**src/rtl/ram_pkg.sv**
```systemverilog
// ram_pkg: shared defaults and read-path selection for the ram block.
//   RAM_AWIDTH_DEF / RAM_DWIDTH_DEF : default address / data widths
//   rd_src_e                        : where the next rdata value comes from
//   rd_src()                        : picks the rdata source for one edge
package ram_pkg;

   localparam int unsigned RAM_AWIDTH_DEF = 4;
   localparam int unsigned RAM_DWIDTH_DEF = 8;

   typedef enum logic [1:0] {
      RD_HOLD  = 2'd0,   // re low: keep the previous read result
      RD_MEM   = 2'd1,   // normal array read
      RD_FWD   = 2'd2,   // same-edge write to the read address: return wdata
      RD_CLEAR = 2'd3    // reset: force rdata to zero
   } rd_src_e;

   // Reset dominates everything; a same-address write wins over the stale
   // array contents so the read sees the word being written this edge.
   function automatic rd_src_e rd_src(input logic rst, input logic re, input logic hit);
      rd_src_e src;
      if (rst)
         src = RD_CLEAR;
      else if (!re)
         src = RD_HOLD;
      else if (hit)
         src = RD_FWD;
      else
         src = RD_MEM;
      return src;
   endfunction

endpackage

```
**src/rtl/ram.sv**
```systemverilog
// ram: simple dual-port RAM, one write port and one registered read port.
//   clk   : single clock, all state updates on the rising edge
//   rst   : synchronous active-high reset; clears rdata only, not the array
//   re    : read enable;  raddr selects the word, result on rdata next clock
//   rdata : registered read data, holds its value while re is low
//   we    : write enable; mem[waddr] <= wdata
// A read and a write to the same address on one edge return the new wdata.
module ram
   import ram_pkg::*;
#(
   parameter int unsigned AWIDTH = RAM_AWIDTH_DEF,
   parameter int unsigned DWIDTH = RAM_DWIDTH_DEF
) (
   input  logic              clk,
   input  logic              rst,
   input  logic              re,
   input  logic [AWIDTH-1:0] raddr,
   output logic [DWIDTH-1:0] rdata,
   input  logic              we,
   input  logic [AWIDTH-1:0] waddr,
   input  logic [DWIDTH-1:0] wdata
);

   localparam int unsigned DEPTH = 2 ** AWIDTH;

   // Plain register array so synthesis can map it to block or distributed RAM.
   // It has no reset: contents written before a reset stay readable afterwards.
   logic [DWIDTH-1:0] mem_q [DEPTH];

   logic [DWIDTH-1:0] rdata_d;
   logic [DWIDTH-1:0] rdata_q;
   logic              hit;
   rd_src_e           src;

   always_ff @(posedge clk) begin
      if (!rst && we)
         mem_q[waddr] <= wdata;
   end

   always_comb begin
      hit     = we && (waddr == raddr);
      src     = rd_src(rst, re, hit);
      rdata_d = rdata_q;
      unique case (src)
         RD_CLEAR: rdata_d = '0;
         RD_FWD:   rdata_d = wdata;
         RD_MEM:   rdata_d = mem_q[raddr];
         default:  rdata_d = rdata_q;
      endcase
   end

   always_ff @(posedge clk) begin
      if (rst)
         rdata_q <= '0;
      else
         rdata_q <= rdata_d;
   end

   assign rdata = rdata_q;

endmodule

```
**config.mk**
```make
export PLATFORM = sky130hd
export DESIGN_NAME = ram
export DESIGN_NICKNAME = d
export VERILOG_FILES = /design/src/rtl/ram_pkg.sv /design/src/rtl/ram.sv
export SDC_FILE = /design/constraint.sdc
export NUM_CORES = 1
export LEC_CHECK = 0
export ABC_AREA = 1
export BUFFER_PORTS_ARGS = -buffer_cell sky130_fd_sc_hd__buf_4
export CAP_MARGIN = 20
export CORE_MARGIN = 3
export CORE_UTILIZATION = 35
export DETAILED_ROUTE_END_ITERATION = 8
export MAX_ROUTING_LAYER = met4
export SETUP_SLACK_MARGIN = 0.02
export SYNTH_ARGS = -nofsm -noshare
export SYNTH_HDL_FRONTEND = slang
export SYNTH_SLANG_ARGS = --single-unit
```
**constraint.sdc**
```tcl
create_clock -name clk -period 4.3 [get_ports clk]
set_clock_uncertainty 0.1 [all_clocks]
set_input_delay 0.645 -clock clk [delete_from_list [all_inputs] [get_ports clk]]
set_output_delay 0.645 -clock clk [all_outputs]
set_load 0.01 [all_outputs]
```
Word level (Yosys, flattened, before mapping)
Memories as Yosys holds them, arrays and structs flattened.
Index checks and enable logic that the tools add are counted.
{"block": "totals", "ff_bits": 8, "ramBits": 128, "inputBits": 20, "output_inout_bits": 8, "n_memories": 1}
{"block": "op_classes", "eq_ne": 4, "muxes": 6, "reduce_logical": 4}
{"memory": "mem_q", "depth": 16, "width": 8, "rd": 1, "rd_ports_with_merged_regs": 0, "write_ports": 1, "line": "ram.sv:28", "rtl": "logic [DWIDTH-1:0] mem_q [DEPTH];"}
{"cell": "$pmux W8 S3", "n": 1}
{"cell": "$mux W2", "n": 3}
{"cell": "$eq A2 B2 Y1 const B", "n": 2}
{"cell": "$eq A4 B4 Y1", "n": 1}
{"cell": "$reduce_bool A3 Y1", "n": 1}
{"cell": "$eq A2 B1 Y1 const B", "n": 1}
{"cell": "$logic_and A1 B1 Y1", "n": 2}
{"cell": "$mux W1", "n": 2}
{"cell": "$logic_not A1 Y1", "n": 1}

Logic depth before layout (Yosys ltp)
Gate-level depths: netlist of run 1.
{"block": "logic_depth", "depth_word": 7, "depth_mapped": 10}

Worst setup path before layout of run 1
Ideal clock, no wire load.
{"block": "synth_path", "kind": "input-to-reg", "startpoint": "input we", "endpoint": "memory mem_q[11][0] (netlist name) (enable)", "setup_time_ns": 0.370, "arrival_ns": 1.371, "t_required_ns": 3.830, "setup_slack_ns": 2.458, "stages": 4, "n_path_buf": 0, "path_cell_list": "inv_1 -> nor2_1 -> nand3_1 -> nor2_1"}
{"block": "synth_between", "elab_chain_len": 3}
{"element": "start, declared", "line": "ram.sv:19", "rtl": "input logic we,"}
{"element": "$logic_and A1 B1 Y1", "line": "ram.sv:36", "rtl": "if (!rst && we)"}
{"element": "$mux W1", "line": "ram.sv:36"}
{"element": "$mux W1 (not written as such)", "line": "ram.sv:37", "rtl": "mem_q[waddr] <= wdata;"}
{"element": "end, declared", "line": "ram.sv:28"}
Every way passes these cells.

Final worst setup path of run 1
{"block": "layout_path", "startpoint": "input rst", "endpoint": "memory mem_q[1][3] (netlist name) (enable)"}
{"block": "layout_between", "elab_chain_len": 4}
{"element": "start, declared", "line": "ram.sv:15", "rtl": "input logic rst,"}
{"element": "$logic_not A1 Y1", "line": "ram.sv:36"}
{"element": "$logic_and A1 B1 Y1", "line": "ram.sv:36"}
{"element": "$mux W1", "line": "ram.sv:36"}
{"element": "$mux W1 (not written as such)", "line": "ram.sv:37"}
Every way passes these cells.

==> results of run 1 <==
## final timing paths
kind / from / to / slack, ns / depth (start not counted)
min: rdata[3] / rdata[3] / 0.39 / 2
max: rst / mem_q[1][3] / 2.22 / 4
min reg2reg: rdata[3] / rdata[3] / 0.39 / 2
max reg2reg: mem_q[13][2] / rdata[2] / 2.99 / 6
## worst max-delay path: stages
cell and delay [ns]:
buf_4 0.13, nor2_1 0.24, nand3_1 0.19, nor2_1 0.81
## area by class of cell
class | instances | area share (%)
Clock buffer | 18 | 6.58
Clock inverter | 14 | 2.42
Inverter | 16 | 0.921
Multi-Input combinational cell | 320 | 21.1
Sequential cell | 136 | 61.4
Tap cell | 211 | 4.05
Timing Repair Buffer | 29 | 3.53
## cells in the mapped netlist
| cell | count | area [µm²] |
|---|---|---|
| nand3_1 | 123 | 616 |
| dfxtp_1 | 8 | 160 |
| nor2_4 | 1 | 11.3 |
| clkbuf_1 | 2 | 7.51 |
| nand3_2 | 1 | 10.0 |
| inv_1 | 11 | 41.3 |
| o21ai_1 | 1 | 5.00 |
| a21boi_1 | 1 | 7.51 |
| edfxtp_1 | 128 | 3840 |
| nand2_1 | 167 | 627 |
| buf_6 | 1 | 11.3 |
| buf_1 | 1 | 3.75 |
| inv_2 | 5 | 18.8 |
| o21ai_0 | 1 | 5.00 |
| o211ai_1 | 1 | 7.51 |
| nor2_1 | 24 | 90.1 |
| buf_4 | 7 | 52.6 |
| buf_2 | 13 | 65.1 |
## stage by stage
stage	total power [mW]	instance area (µm²)	worst slack [ns]	hold WS [ns]	utilization, %
floorplan	1.61	5580	2.46	0.400	-
global placement	1.69	5920	1.81	0.375	38.4
detailed placement	1.69	5920	1.77	0.376	38.4
CTS	3.12	6500	2.22	0.391	42.2
global route	3.20	6520	2.08	0.413	42.3
finish	3.10	6520	2.22	0.392	42.3
## state kept, by name (all words and copies together), names as in the netlist
signal  count
mem_q     128
rdata       8
## power breakdown
part / internal (mW) / total [mW] / switching [mW] / leakage, nW
Combinational: 0.0555 / 0.186 / 0.131 / 0.896
Clock: 0.902 / 1.44 / 0.534 / 0.277
Sequential: 1.47 / 1.48 / 0.00815 / 1.22
Total: 2.43 / 3.10 / 0.673 / 2.39
## metal layers
metal | track usage (%) | vias up
li1 | - | 1774
met1 | 22.8 | 1789
met2 | 23.6 | 141
met3 | 4.31 | 27
met4 | 6.00 | 0
met5 | - | -
## kinds of logic (layout without fill, tap and decap cells)
group           Yosys count  count (layout)
simple gates            316             316
flops                   136             136
buf+inv                  40              77
compound gates            4               4
==> flow_summary.ini, run 1 <==
[clock_network]
cts_setup_buffers = 0
clock_sinks = 136
clk_transition_reported_paths_ns = 0.05
clk_path_buf_depth = 2
cts_buffers = 17
h-tree-depth = 4
cts_hold_buf = 0
clock_latency_ns = 0.43
cts_tree = built
cts.repair.resized = 0
cts_root_buffer = clkbuf_16

[grt]
grt_antenna_before_repair = 0
grt_overflow = 0
grt_pass1_vias = 3657
grt_max_degree = 68
grt_pass1_wl_um = 21100
grt.total_usage_pct = 16.5

[drt]
wl_met3_um = 885
highest_layer = met4
drc = 0
ant_nets = 0
wl_per_cell_um = 18.0
vias = 3731
drt_iter0_markers = 384
wl_met1_um = 6090
wirelength_um = 13400
dr.pass1.iters = 5
viasPerCell = 5.01
wl_met2_um = 6060

[yosys]
synth_cells = 496
yosys.area_share.simple_pct = 24.2
ys_seq_elements = 136
synth_compound_gate_area_share_pct = 0.448
avgSynthCellArea_um2 = 11.3
synth_mux_area_share_pct = 0
syn_nets = 516
synth_xor_area_share_pct = 0
ys_warn_count = 0
synth_area_um2 = 5580
synth_cell_type_count = 18
ys_seq_area_share_pct = 71.7
synth_top_family_by_area = simple AND/OR/NAND/NOR gates
synthAdderAreaFrac_pct = 0

[worst_setup_path]
worst_ep_required_time_ns = 4.24
path_max_fanout = 8
crit_type = input pin to flop
start_kind = input pin
worstSetupEndpointType = flop
cp_data_arrival_time_ns = 2.02

[floorplanning]
die_y_um = 132
die_area_um2 = 17500
fp.dieW_um = 132
io_pins = 28
num_rows = 45
start_util_pct = 36.2
fp.coreArea_um2 = 15400

[timing]
worst_pin_slew_ns = 1.02
timing.final.crit_share_pct = 48.3
rsz0062_at_grt = no
min_period_ns = 2.08
slew_headroom_pct = 31.4
max_freq_mhz = 481
slew_violations = 0
setup_tns_ns = 0
setup_viol = 0
hold_viol = 0

[finish]
multiInputGateArea_um2 = 1380
layout.cells.most_common_list = nand2_1 (167), edfxtp_1 (128), nand3_1 (123), buf_4 (28), nor2_1 (24)
fillers = 1466
finish.net_count = 540
area_delta_synth_final_pct = 16.9
drive_above_1_share_pct = 12.6
final_common_cell = nand2_1
antennaDiodeCount = 0
fin_cells = 744
ff_latch_area_um2 = 4000

[pwr]
p_per_area_nw_per_um2 = 475
peakVddDrop_v = 0.000354
leakagePower_nw = 2.39

[placement]
gp_congestion = 0.886
io_buffers = 27
dp_cells = 711
hpwl_um = 7780

[hold_path]
holdCritPathClass = flop to flop

[job]
maxCapViolations = 0

[status]
status = complete, no violations
No activity file was read; power rests on OpenSTA's default activity.
==> run 2, diff against run 1 <==
--- a/config.mk
+++ b/config.mk
@@ -5,7 +5,7 @@
 export SDC_FILE = /design/constraint.sdc
 export NUM_CORES = 1
 export LEC_CHECK = 0
-export ABC_AREA = 1
+export ABC_AREA = 0
 export BUFFER_PORTS_ARGS = -buffer_cell sky130_fd_sc_hd__buf_4
 export CAP_MARGIN = 20
 export CORE_MARGIN = 3
==> constraint.sdc (replaced) <==
create_clock -name clk -period 2 [get_ports clk]
set_clock_uncertainty 0.1 [all_clocks]
set_input_delay 0.3 -clock clk [delete_from_list [all_inputs] [get_ports clk]]
set_output_delay 0.3 -clock clk [all_outputs]
set_load 0.01 [all_outputs]
==> run 2 against run 1 <==
Effect of this change: synthesized cell count is 48% lower; power up 120%; non-clock buffer count grew 33; final cell count decreased by 30%; hold slack got worse by 0.28 ns; global-route usage fell by 1.6 points; register-to-register slack got worse by 2.7 ns; sequential share of layout area down 1.1 points; clock-buffer cell count unchanged; flip-flop and latch count unchanged; final area increased by 1.7%; critical path type is now flop to flop.
==> flow_summary.ini, run 2 <==
[finish]
final_common_cell = edfxtp_1
ff_latch_area_um2 = 4000
final_area_um2 = 6640
multiInputGateArea_um2 = 1250
fillers = 1273
finish.net_count = 346
utilization_pct = 45.0
top_register = mem_q
area_delta_synth_final_pct = 24.1
fin_cells = 523
drive_above_1_share_pct = 33.0
layout.cells.most_common_list = edfxtp_1 (128), buf_4 (56), mux4_2 (20), clkbuf_16 (17), a22oi_1 (16)
antennaDiodeCount = 0
largest_reg_flops = 128

[timing]
setup_slack_ns = 0.284
slew_violations = 0
worst_pin_slew_ns = 0.552
hold_ws_ns = 0.116
hold_viol = 0
min_period_ns = 1.72
setup_viol = 0
slew_headroom_pct = 63.1
timing.final.crit_share_pct = 85.8
max_freq_mhz = 583
rsz0062_at_grt = no
setup_tns_ns = 0

[grt]
grt_pass1_wl_um = 17200
grt_pass1_vias = 2873
grt_overflow = 0
grt_max_degree = 18
grt_antenna_before_repair = 0
grt.total_usage_pct = 14.9

[pwr]
leakagePower_nw = 2.30
seqPwrFrac_pct = 47.3
power_frac_comb_pct = 5.4
power_mw = 6.71
clock_power_share_pct = 47.3
netSwitchingFraction_pct = 19.5
peakVddDrop_v = 0.000543
net-switching-power_mw = 1.31
p_per_area_nw_per_um2 = 1010
internal_power_mw = 5.40

[yosys]
synth_area_um2 = 5350
yosys.area.top_type = edfxtp_1
dominantRegCellSynth = edfxtp_1
synth_cells = 259
syn_nets = 279
netlist_top_cells_area = edfxtp_1 (72%), mux4_2 (8.4%), mux4_1 (5.9%)
async_reset_ff_share_pct = 0
ys_warn_count = 0
synth_cell_type_count = 24
synth_common_cells = edfxtp_1 (128), mux4_2 (20), a22oi_1 (16)
synth_edf_count = 128
ys_seq_area_share_pct = 74.8
synth_top_area_share_pct = 71.8
synth.most_common_cell = edfxtp_1
ys_seq_elements = 136
avgSynthCellArea_um2 = 20.7

[job]
maxCapViolations = 0

[floorplanning]
die_y_um = 130
start_util_pct = 36.3
io_pins = 28
num_rows = 44
die_area_um2 = 16800
fp.coreArea_um2 = 14800
fp.dieW_um = 130

[worst_setup_path]
slowest_stage = mux4_2
crit_chain = mux4_2 > a22oi_1 > nand2_1 > a221o_1
cp-startpoint = mem_q[1][0]
start_kind = flop
worst_ep_required_time_ns = 2.19
crit_type = flop to flop
worstSetupEndpointType = flop
regToRegStartpoint = mem_q[1][0]
cp_data_arrival_time_ns = 1.91
slowest_delay_ns = 0.48
path_max_fanout = 1

[clock_network]
cts_tree = built
cts_buffers = 17
h-tree-depth = 4
cts_setup_buffers = 0
cts_root_buffer = clkbuf_16
cts_hold_buf = 0
clock_latency_ns = 0.41
clk_path_buf_depth = 2
clk_transition_reported_paths_ns = 0.06
cts.repair.resized = 0
clock_sinks = 136

[hold_path]
holdCritPathClass = input pin to flop
hold_start = wdata[5]

[drt]
wl_per_cell_um = 21.3
viasPerCell = 5.15
wirelength_um = 11200
ant_nets = 0
dr.pass1.iters = 5
drt_iter0_markers = 322
vias = 2694
drc = 0

[placement]
hpwl_um = 7510
io_buffers = 27
gp_congestion = 0.756
placed_area_um2 = 6030
dp_cells = 491
dp_slack_ns = -0.137

[status]
status = complete, no violations
run 2: cell count changes after synthesis, moves of 8 or more:
| cell | before | now |
|---|---|---|
| a22oi_1 | 0 | 16 |
| inv_1 | 11 | 0 |
| a221o_1 | 0 | 8 |
| mux4_2 | 0 | 20 |
| mux4_1 | 0 | 12 |
| nand2_1 | 167 | 9 |
| buf_2 | 13 | 0 |
| nand3_1 | 123 | 1 |
| and2_1 | 0 | 9 |
| nor2_1 | 24 | 14 |
run 2: critical path: cells and delay by family, from the launching register on:
family,cells,cell delay (ns)
simple gates,1,0.09
mux,1,0.48
compound gates,2,0.55
flops,1,0.38
run 2: power by group through the flow:
stage	Sequential (mW)	Combinational (mW)	Clock (mW)
final	3.17	0.360	3.18
after global routing	3.18	0.391	3.38
after CTS	3.17	0.366	3.24
after detailed placement	3.23	0.365	0
after global placement	3.23	0.359	0
after floorplan	3.23	0.182	0
run 2: layer usage:
layer	wire [µm]	GRT usage [%]
met1	5310	20.4
met2	5060	21.2
met3	536	4.49
met4	244	5.38
met5	0	-
run 2: final cells by class:
cell class | count | share of cell area (%)
repair buffers | 62 | 8.14
multi-input cells | 109 | 18.9
well taps | 184 | 3.47
flip-flops and latches | 136 | 60.3
clock buffers | 18 | 6.47
clock inverters | 14 | 2.73
run 2: cells by family (layout without fill, tap and decap cells):
group / count (synthesis) / count (layout) / synth area share (%)
DFF: 136 / 136 / 74.8
and+or+nand+nor: 48 / 48 / 4.51
muxes: 32 / 32 / 14.3
AOI/OAI and AO/OA: 25 / 25 / 3.84
buffers and inverters: 14 / 94 / 1.85
xor gates and xnor gates: 4 / 4 / 0.655
run 2: final timing paths:
kind,end,slack [ns],cells after the start
hold reg to reg,rdata[6],0.47,2
setup reg to reg,rdata[0],0.28,4
hold / removal,mem_q[7][5],0.12,1
setup / recovery,rdata[0],0.28,4
==> run 3, diff against run 2 <==
--- a/config.mk
+++ b/config.mk
@@ -7,11 +7,12 @@
 export LEC_CHECK = 0
 export ABC_AREA = 0
 export BUFFER_PORTS_ARGS = -buffer_cell sky130_fd_sc_hd__buf_4
-export CAP_MARGIN = 20
+export CAP_MARGIN = 25
 export CORE_MARGIN = 3
 export CORE_UTILIZATION = 35
 export DETAILED_ROUTE_END_ITERATION = 8
 export MAX_ROUTING_LAYER = met4
+export RECOVER_POWER = 25
 export SETUP_SLACK_MARGIN = 0.02
 export SYNTH_ARGS = -nofsm -noshare
 export SYNTH_HDL_FRONTEND = slang
==> run 3 against run 2 <==
Effect of this change: global-route usage stayed put; combinational power decreased by 2%; routed wire length about the same; non-clock buffer count unchanged; sequential power hardly changed; register-to-register slack barely moved; clock-buffer cell count unchanged; highest routed layer unchanged; power decreased by 0.16%; via count is 0.71% higher; sequential share of layout area up 0.24 points; hold slack gained 0.011 ns; largest cell class unchanged; die area did not move.
==> flow_summary.ini, run 3 (synthesis results as in run 2) <==
[placement]
placed_area_um2 = 6030
dp_cells = 491
dp_slack_ns = -0.137
gp_congestion = 0.756
io_buffers = 27
hpwl_um = 7510

[clock_network]
clk_transition_reported_paths_ns = 0.06
h-tree-depth = 4
cts_buffers = 17
cts_hold_buf = 0
clk_path_buf_depth = 2
clock_latency_ns = 0.41
cts_root_buffer = clkbuf_16
clock_sinks = 136
cts.repair.resized = 0
cts_tree = built
cts_setup_buffers = 0

[floorplanning]
die_y_um = 130
fp.coreArea_um2 = 14800
io_pins = 28
start_util_pct = 36.3
num_rows = 44
die_area_um2 = 16800
fp.dieW_um = 130

[finish]
finish.net_count = 346
layout.cells.most_common_list = edfxtp_1 (128), buf_4 (49), mux4_2 (20), clkbuf_16 (17), a22oi_1 (16)
ff_latch_area_um2 = 4000
area_delta_synth_final_pct = 23.6
fillers = 1275
final_area_um2 = 6610
drive_above_1_share_pct = 31.0
utilization_pct = 44.8
antennaDiodeCount = 0
fin_cells = 523
top_register = mem_q
multiInputGateArea_um2 = 1250
final_common_cell = edfxtp_1
largest_reg_flops = 128

[drt]
drt_iter0_markers = 276
vias = 2713
dr.pass1.iters = 5
wirelength_um = 11100
wl_per_cell_um = 21.3
drc = 0
viasPerCell = 5.19
ant_nets = 0

[timing]
slew_headroom_pct = 49.2
max_freq_mhz = 584
timing.final.crit_share_pct = 85.6
min_period_ns = 1.71
hold_ws_ns = 0.127
worst_pin_slew_ns = 0.762
setup_tns_ns = 0
setup_slack_ns = 0.288
slew_violations = 0
hold_viol = 0
setup_viol = 0
rsz0062_at_grt = no

[worst_setup_path]
slowest_stage = mux4_2
r2r_cells = 4
cp_top_family = compound AO/OA/AOI/OAI gates
crit_chain = mux4_2 > a22oi_1 > nand2_1 > a221o_1
cp_data_arrival_time_ns = 1.91
reg2reg_slack_ns = 0.29
slowest_delay_ns = 0.47
crit_type = flop to flop
crit_end = rdata[5]
path_buf_inv = 0
r2r_end = rdata[5]
cp-startpoint = mem_q[12][5]
regToRegStartpoint = mem_q[12][5]
worst_ep_required_time_ns = 2.20
worstSetupEndpointType = flop
crit_cells = 4
start_kind = flop
path_max_fanout = 1

[grt]
grt_antenna_before_repair = 0
grt_pass1_vias = 2873
grt_pass1_wl_um = 17200
grt_overflow = 0
grt.total_usage_pct = 14.9
grt_max_degree = 18

[job]
maxCapViolations = 0

[hold_path]
holdCritPathClass = input pin to flop

[pwr]
peakVddDrop_v = 0.000541
power_mw = 6.70
p_per_area_nw_per_um2 = 1010
leakagePower_nw = 2.27

[status]
status = complete, no violations
==> run 3: routing by layer <==
| metal | track usage, % | vias to the layer above | share of wire [%] |
|---|---|---|---|
| met2 | 21.2 | 87 | 46 |
| li1 | - | 1222 | - |
| met3 | 4.49 | 22 | 6.6 |
| met4 | 5.38 | 0 | 2.3 |
| met5 | - | - | 0 |
| met1 | 20.4 | 1382 | 45 |
==> run 3: final cells by class <==
cell class / count / share of cell area (%)
clock buffer: 18 / 6.49
clock inverter: 14 / 2.74
sequential: 136 / 60.6
tap: 184 / 3.48
multi-input combinational: 109 / 18.9
timing repair buffer: 62 / 7.78
==> run 3: worst min path at each step <==
stage | start | endpoint | slack (ns) | cells past startpoint
final | wdata[2] | mem_q[13][2] | 0.13 | 1
after global placement | rdata[0] | rdata[0] | 0.44 | 2
after global routing | wdata[2] | mem_q[10][2] | 0.14 | 1
after detailed placement | rdata[6] | rdata[6] | 0.46 | 2
after CTS | wdata[5] | mem_q[7][5] | 0.11 | 1
after floorplan | wdata[0] | mem_q[0][0] | 0.30 | 0
==> run 3: report_power, final <==
part / switching, mW / internal (mW)
Combinational: 0.185 / 0.168
Sequential: 0.0170 / 3.16
Clock: 1.10 / 2.07
